File: config.mk
export PLATFORM = sky130hd
export DESIGN_NAME = mem_march_bist
export DESIGN_NICKNAME = d
export VERILOG_FILES = /design/src/rtl/mem_march_bist.sv
export SDC_FILE = /design/constraint.sdc
export NUM_CORES = 1
export LEC_CHECK = 0
export BUFFER_PORTS_ARGS = -buffer_cell sky130_fd_sc_hd__buf_2
export CAP_MARGIN = 20
export CORE_MARGIN = 5
export CORE_UTILIZATION = 40
export CTS_BUF_LIST = sky130_fd_sc_hd__clkbuf_8
export DETAILED_ROUTE_END_ITERATION = 8
export PLACE_DENSITY_LB_ADDON = 0.12
export SYNTH_ARGS = -nofsm -noshare
export SYNTH_HDL_FRONTEND = slang
export SYNTH_SLANG_ARGS = --single-unit
File: constraint.sdc
create_clock -name clk -period 5.5 [get_ports clk]
set_input_delay 0.55 -clock clk [delete_from_list [all_inputs] [get_ports clk]]
set_output_delay 0.55 -clock clk [all_outputs]
set_load 0.05 [all_outputs]
File: src/rtl/mem_march_bist.sv
// March C- built-in self test for a single-port synchronous RAM.
// Handshake: start is a level sampled only in IDLE; done pulses once per completed run.
module mem_march_bist #(
    parameter int DATA_WIDTH = 8,
    parameter int ADDR_WIDTH = 4,
    parameter int RAM_DEPTH  = 1 << ADDR_WIDTH
) (
    input  logic                  clk,
    input  logic                  rst_n,
    input  logic                  start,
    output logic                  ram_we,
    output logic [ADDR_WIDTH-1:0] ram_addr,
    output logic [DATA_WIDTH-1:0] ram_wdata,
    input  logic [DATA_WIDTH-1:0] ram_rdata,
    output logic                  busy,
    output logic                  done,
    output logic                  pass,
    output logic [7:0]            err_count,
    output logic [ADDR_WIDTH-1:0] fail_addr,
    output logic [DATA_WIDTH-1:0] fail_data,
    output logic [2:0]            dbg_state
);

    typedef enum logic [2:0] {
        IDLE  = 3'd0,
        M0    = 3'd1,
        M1    = 3'd2,
        M2    = 3'd3,
        M3    = 3'd4,
        M4    = 3'd5,
        M5    = 3'd6,
        DRAIN = 3'd7
    } state_t;

    localparam logic [ADDR_WIDTH-1:0] ADDR_LAST = ADDR_WIDTH'(RAM_DEPTH - 1);
    localparam logic [DATA_WIDTH-1:0] P0 = '0;
    localparam logic [DATA_WIDTH-1:0] P1 = '1;

    state_t                  state, state_n;
    logic [ADDR_WIDTH-1:0]   addr_q, addr_n;
    logic                    wr_q, wr_n;

    // Operation decoded for the upcoming cycle, registered onto the RAM port.
    logic                    op_we, op_rd;
    logic [ADDR_WIDTH-1:0]   op_addr;
    logic [DATA_WIDTH-1:0]   op_data;

    logic                    rd_q;
    logic [DATA_WIDTH-1:0]   exp_q;
    logic                    cmp_vld;
    logic [DATA_WIDTH-1:0]   cmp_exp;
    logic [ADDR_WIDTH-1:0]   cmp_addr;
    logic                    mismatch;
    logic                    accept;

    assign dbg_state = state;
    assign accept    = (state == IDLE) && start;
    assign mismatch  = cmp_vld && (ram_rdata != cmp_exp);

    always_ff @(posedge clk or negedge rst_n) begin
        if (!rst_n) begin
            state  <= IDLE;
            addr_q <= '0;
            wr_q   <= 1'b0;
        end else begin
            state  <= state_n;
            addr_q <= addr_n;
            wr_q   <= wr_n;
        end
    end

    // M1-M4 spend a read cycle then a write cycle on each address; wr_q selects which.
    always_comb begin
        state_n = state;
        addr_n  = addr_q;
        wr_n    = 1'b0;
        unique case (state)
            IDLE: begin
                addr_n = '0;
                if (start) state_n = M0;
            end
            M0: begin
                if (addr_q == ADDR_LAST) begin
                    state_n = M1;
                    addr_n  = '0;
                end else begin
                    addr_n = addr_q + 1'b1;
                end
            end
            M1, M2: begin
                if (!wr_q) begin
                    wr_n = 1'b1;
                end else if (addr_q == ADDR_LAST) begin
                    state_n = (state == M1) ? M2 : M3;
                    addr_n  = (state == M1) ? '0 : ADDR_LAST;
                end else begin
                    addr_n = addr_q + 1'b1;
                end
            end
            M3, M4: begin
                if (!wr_q) begin
                    wr_n = 1'b1;
                end else if (addr_q == '0) begin
                    state_n = (state == M3) ? M4 : M5;
                    addr_n  = ADDR_LAST;
                end else begin
                    addr_n = addr_q - 1'b1;
                end
            end
            M5: begin
                if (addr_q == '0) begin
                    state_n = DRAIN;
                    addr_n  = '0;
                end else begin
                    addr_n = addr_q - 1'b1;
                end
            end
            DRAIN: begin
                state_n = IDLE;
                addr_n  = '0;
            end
            default: begin
                state_n = IDLE;
                addr_n  = '0;
            end
        endcase
    end

    // op_data is the write data in write cycles and the expected read data otherwise.
    always_comb begin
        op_we   = 1'b0;
        op_rd   = 1'b0;
        op_addr = '0;
        op_data = P0;
        unique case (state_n)
            M0: begin
                op_we   = 1'b1;
                op_addr = addr_n;
                op_data = P0;
            end
            M1, M3: begin
                op_we   = wr_n;
                op_rd   = !wr_n;
                op_addr = addr_n;
                op_data = wr_n ? P1 : P0;
            end
            M2, M4: begin
                op_we   = wr_n;
                op_rd   = !wr_n;
                op_addr = addr_n;
                op_data = wr_n ? P0 : P1;
            end
            M5: begin
                op_rd   = 1'b1;
                op_addr = addr_n;
                op_data = P0;
            end
            default: begin
                op_we   = 1'b0;
                op_rd   = 1'b0;
            end
        endcase
    end

    always_ff @(posedge clk or negedge rst_n) begin
        if (!rst_n) begin
            ram_we    <= 1'b0;
            ram_addr  <= '0;
            ram_wdata <= '0;
            rd_q      <= 1'b0;
            exp_q     <= '0;
            busy      <= 1'b0;
            cmp_vld   <= 1'b0;
            cmp_exp   <= '0;
            cmp_addr  <= '0;
        end else begin
            ram_we    <= op_we;
            ram_addr  <= op_addr;
            ram_wdata <= op_we ? op_data : '0;
            rd_q      <= op_rd;
            exp_q     <= op_data;
            busy      <= (state_n != IDLE);
            cmp_vld   <= rd_q;
            cmp_exp   <= exp_q;
            cmp_addr  <= ram_addr;
        end
    end

    // err_count is still zero when the first mismatch of a run arrives.
    always_ff @(posedge clk or negedge rst_n) begin
        if (!rst_n) begin
            done      <= 1'b0;
            pass      <= 1'b0;
            err_count <= '0;
            fail_addr <= '0;
            fail_data <= '0;
        end else begin
            done <= (state == DRAIN);
            if (accept) begin
                pass      <= 1'b0;
                err_count <= '0;
                fail_addr <= '0;
                fail_data <= '0;
            end else begin
                if (mismatch) begin
                    if (err_count != 8'hFF) err_count <= err_count + 8'd1;
                    if (err_count == 8'd0) begin
                        fail_addr <= cmp_addr;
                        fail_data <= ram_rdata;
                    end
                end
                if (state == DRAIN) pass <= (err_count == 8'd0) && !mismatch;
            end
        end
    end

endmodule

==> metrics.yaml <==
status:
  status: "completed"
final_layout:
  drive_above_1_share_pct: 25.5
  regArea_mm2: 0.00113
  area_growth_pct: 13.2
  num-fill-cells: 603
  num_antenna_cells: 0
  final_cell_mix: "buf_2 (49), dfrtp_1 (45), nand2_1 (19), a21oi_1 (19), nand4_1 (18)"
  multiInputGateArea_mm2: 0.00124
  fin_nets: 312
  layout_commonest_cell: "buf_2"
critical_path:
  arrival_ns: 2.38
  r2r_cells: 6
  endpoint_kind: "register"
  critPathKind: "register to register"
  worst-path-max-fanout: 10
  startpoint_type: "register"
  cp_data_required_time_ns: 5.72
drt:
  drc: 0
  drt-pass1-iter-count: 4
  drt_wl_total_um: 6150
  avgRoutedWirePerCell_um: 16.4
  drtIter0Drc: 107
  antenna_left: 0
  vias_per_cell: 5.73
  num_vias: 2147
sta:
  fin_crit_ns: 2.17
  timing.slew.headroom_pct: 59.0
  slew_viol_final: 0
  max_freq_ghz: 0.462
  hold_violations: 0
  fin_skew_ns: 0.00871
  hold_slack_ns: 0.105
  rsz0062_at_grt: "false"
  worst_pin_slew_ns: 0.615
  post-route-period-util_pct: 39.4
  fin_tns_setup_ns: 0
  setup_viol: 0
clock_network:
  clock_sinks: 45
  path_clk_slew_ns: 0.09
  postCtsSetupBuffers: 0
  numCtsBuffers: 5
  post_cts_resized: 0
  ctsHoldBuffers: 0
  clk_path_buf_depth: 2
  cts_root_buf: "clkbuf_8"
  cts_tree: "done"
  clock_latency_ns: 0.29
  h-tree-depth: 2
synth:
  netlist_area_mm2: 0.00255
  synth_edf_count: 0
  yosys_register_bits: 45
  yosysSeqAreaShare_pct: 44.2
  postSynth.asyncResetShare_pct: 100
  post_synth.cell_area_avg_um2: 9.65
  yosys_warnings: 0
  syn_inst: 264
  mappedNetlistNets: 279
  ys_types: 54
  ys.flop_type: "dfrtp_1"
grt:
  grt_usage_pct: 15.3
  overflow: 0
  antenna_found_initial: 0
  grt_pass1_vias: 2085
  grt_pass1_wl_um: 10400
  grt_max_degree: 46
worst_hold_path:
  hold_path_class: "input pin to async pin"
die:
  rows: 29
  ios: 50
  die_h_um: 89.8
  start_util_pct: 40.6
  die_w_um: 89.8
  coreArea_mm2: 0.00628
  dieArea_mm2: 0.00806
place:
  place_congestion: 0.811
  hpwlAfterDp_um: 4290
  portBuffers: 49
power_and_ir_drop:
  powerDensity_mw_per_mm2: 362
  irDropWorstVdd_v: 0.000198
  leakage_nw: 1.40
run:
  drv_cap: 0
logic make-up after synthesis:
kind of cell	after synthesis	synth area share, %
adders and majority gates	4	1.96
buffers and inverters	36	7.22
muxes	7	2.75
AOI/OAI and AO/OA	75	21.6
and+or+nand+nor	96	22.0
xor gates and xnor gates	1	0.344
DFF	45	44.2
through the flow:
step	power [W]	std cells	setup WS (ns)	util [%]	area, um^2
floorplan	0.000734	264	3.52	-	2550
global placement	0.000831	366	3.28	44.1	2770
detailed placement	0.000837	366	3.26	44.1	2770
CTS	0.00106	374	3.34	45.6	2860
global route	0.00110	375	3.12	45.9	2880
finish	0.00104	375	3.33	45.9	2880
final cells by class:
| cell class | count | area share (%) |
|---|---|---|
| clock buffer | 6 | 2.86 |
| sequential | 45 | 39.1 |
| inverter | 9 | 1.17 |
| multi-input combinational | 183 | 43.1 |
| timing repair buffer | 53 | 9.98 |
| tap | 77 | 3.34 |
| clock inverter | 2 | 0.477 |
synth_stat cells (all sizes together), types with 3 or more instances:
cell type,instances,share of area (%)
nor2,11,1.6
nand3,6,1.2
o221ai,3,1.0
nand2b,7,1.7
nand2,19,2.8
mux2i,7,2.8
buf,14,4.0
nand4,18,4.4
a31oi,4,0.98
a211oi,4,1.8
ha,4,2.0
a211o,3,1.0
or2,3,0.74
nor3,7,1.8
clkbuf,13,1.9
o31ai,12,3.5
dfrtp,45,44
a21o,5,1.5
o21ai,8,1.6
a21oi,19,3.7
nor4,3,0.74
and3,3,0.74
o211ai,3,0.88
inv,9,1.3
nor4b,3,1.3
state kept, by name (all words and copies together) (netlist names), 3 cells and up:
name and count:
err_count 8, fail_data 8, addr_q 4, cmp_addr 4, fail_addr 4, ram_addr 4
dbg_state 3
critical path, stage by stage (launching register included):
cell	delay, ns
dfrtp_1	0.48
inv_1	0.11
ha_1	0.33
nor3b_1	0.30
o211ai_1	0.15
a211oi_2	0.47
mux2i_1	0.25
report_power, final:
part / leakage (nW) / switching (W) / internal, W
registers: 0.565 / 0.0000469 / 0.000388
logic: 0.787 / 0.000290 / 0.000103
clock network: 0.0512 / 0.000113 / 0.000102
metal layers:
| layer | share of wire, % | GRT usage [%] | up-vias |
|---|---|---|---|
| li1 | - | - | 1054 |
| met3 | 3.3 | 2.75 | 6 |
| met4 | 0.99 | 4.66 | 0 |
| met5 | 0 | 0 | - |
| met2 | 50 | 25.6 | 39 |
| met1 | 46 | 20.1 | 1048 |
final timing paths:
kind,from,end,slack (ns)
setup / recovery,addr_q[0],exp_q[6],3.33
hold / removal,rst_n,err_count[7],0.11
setup reg to reg,addr_q[0],exp_q[6],3.33
hold reg to reg,rd_q,cmp_vld,0.35
max in group asynchronous,rst_n,cmp_addr[2],4.93
min in group clk,rd_q,cmp_vld,0.35
Note: power is estimated with default switching activity, not from simulation.
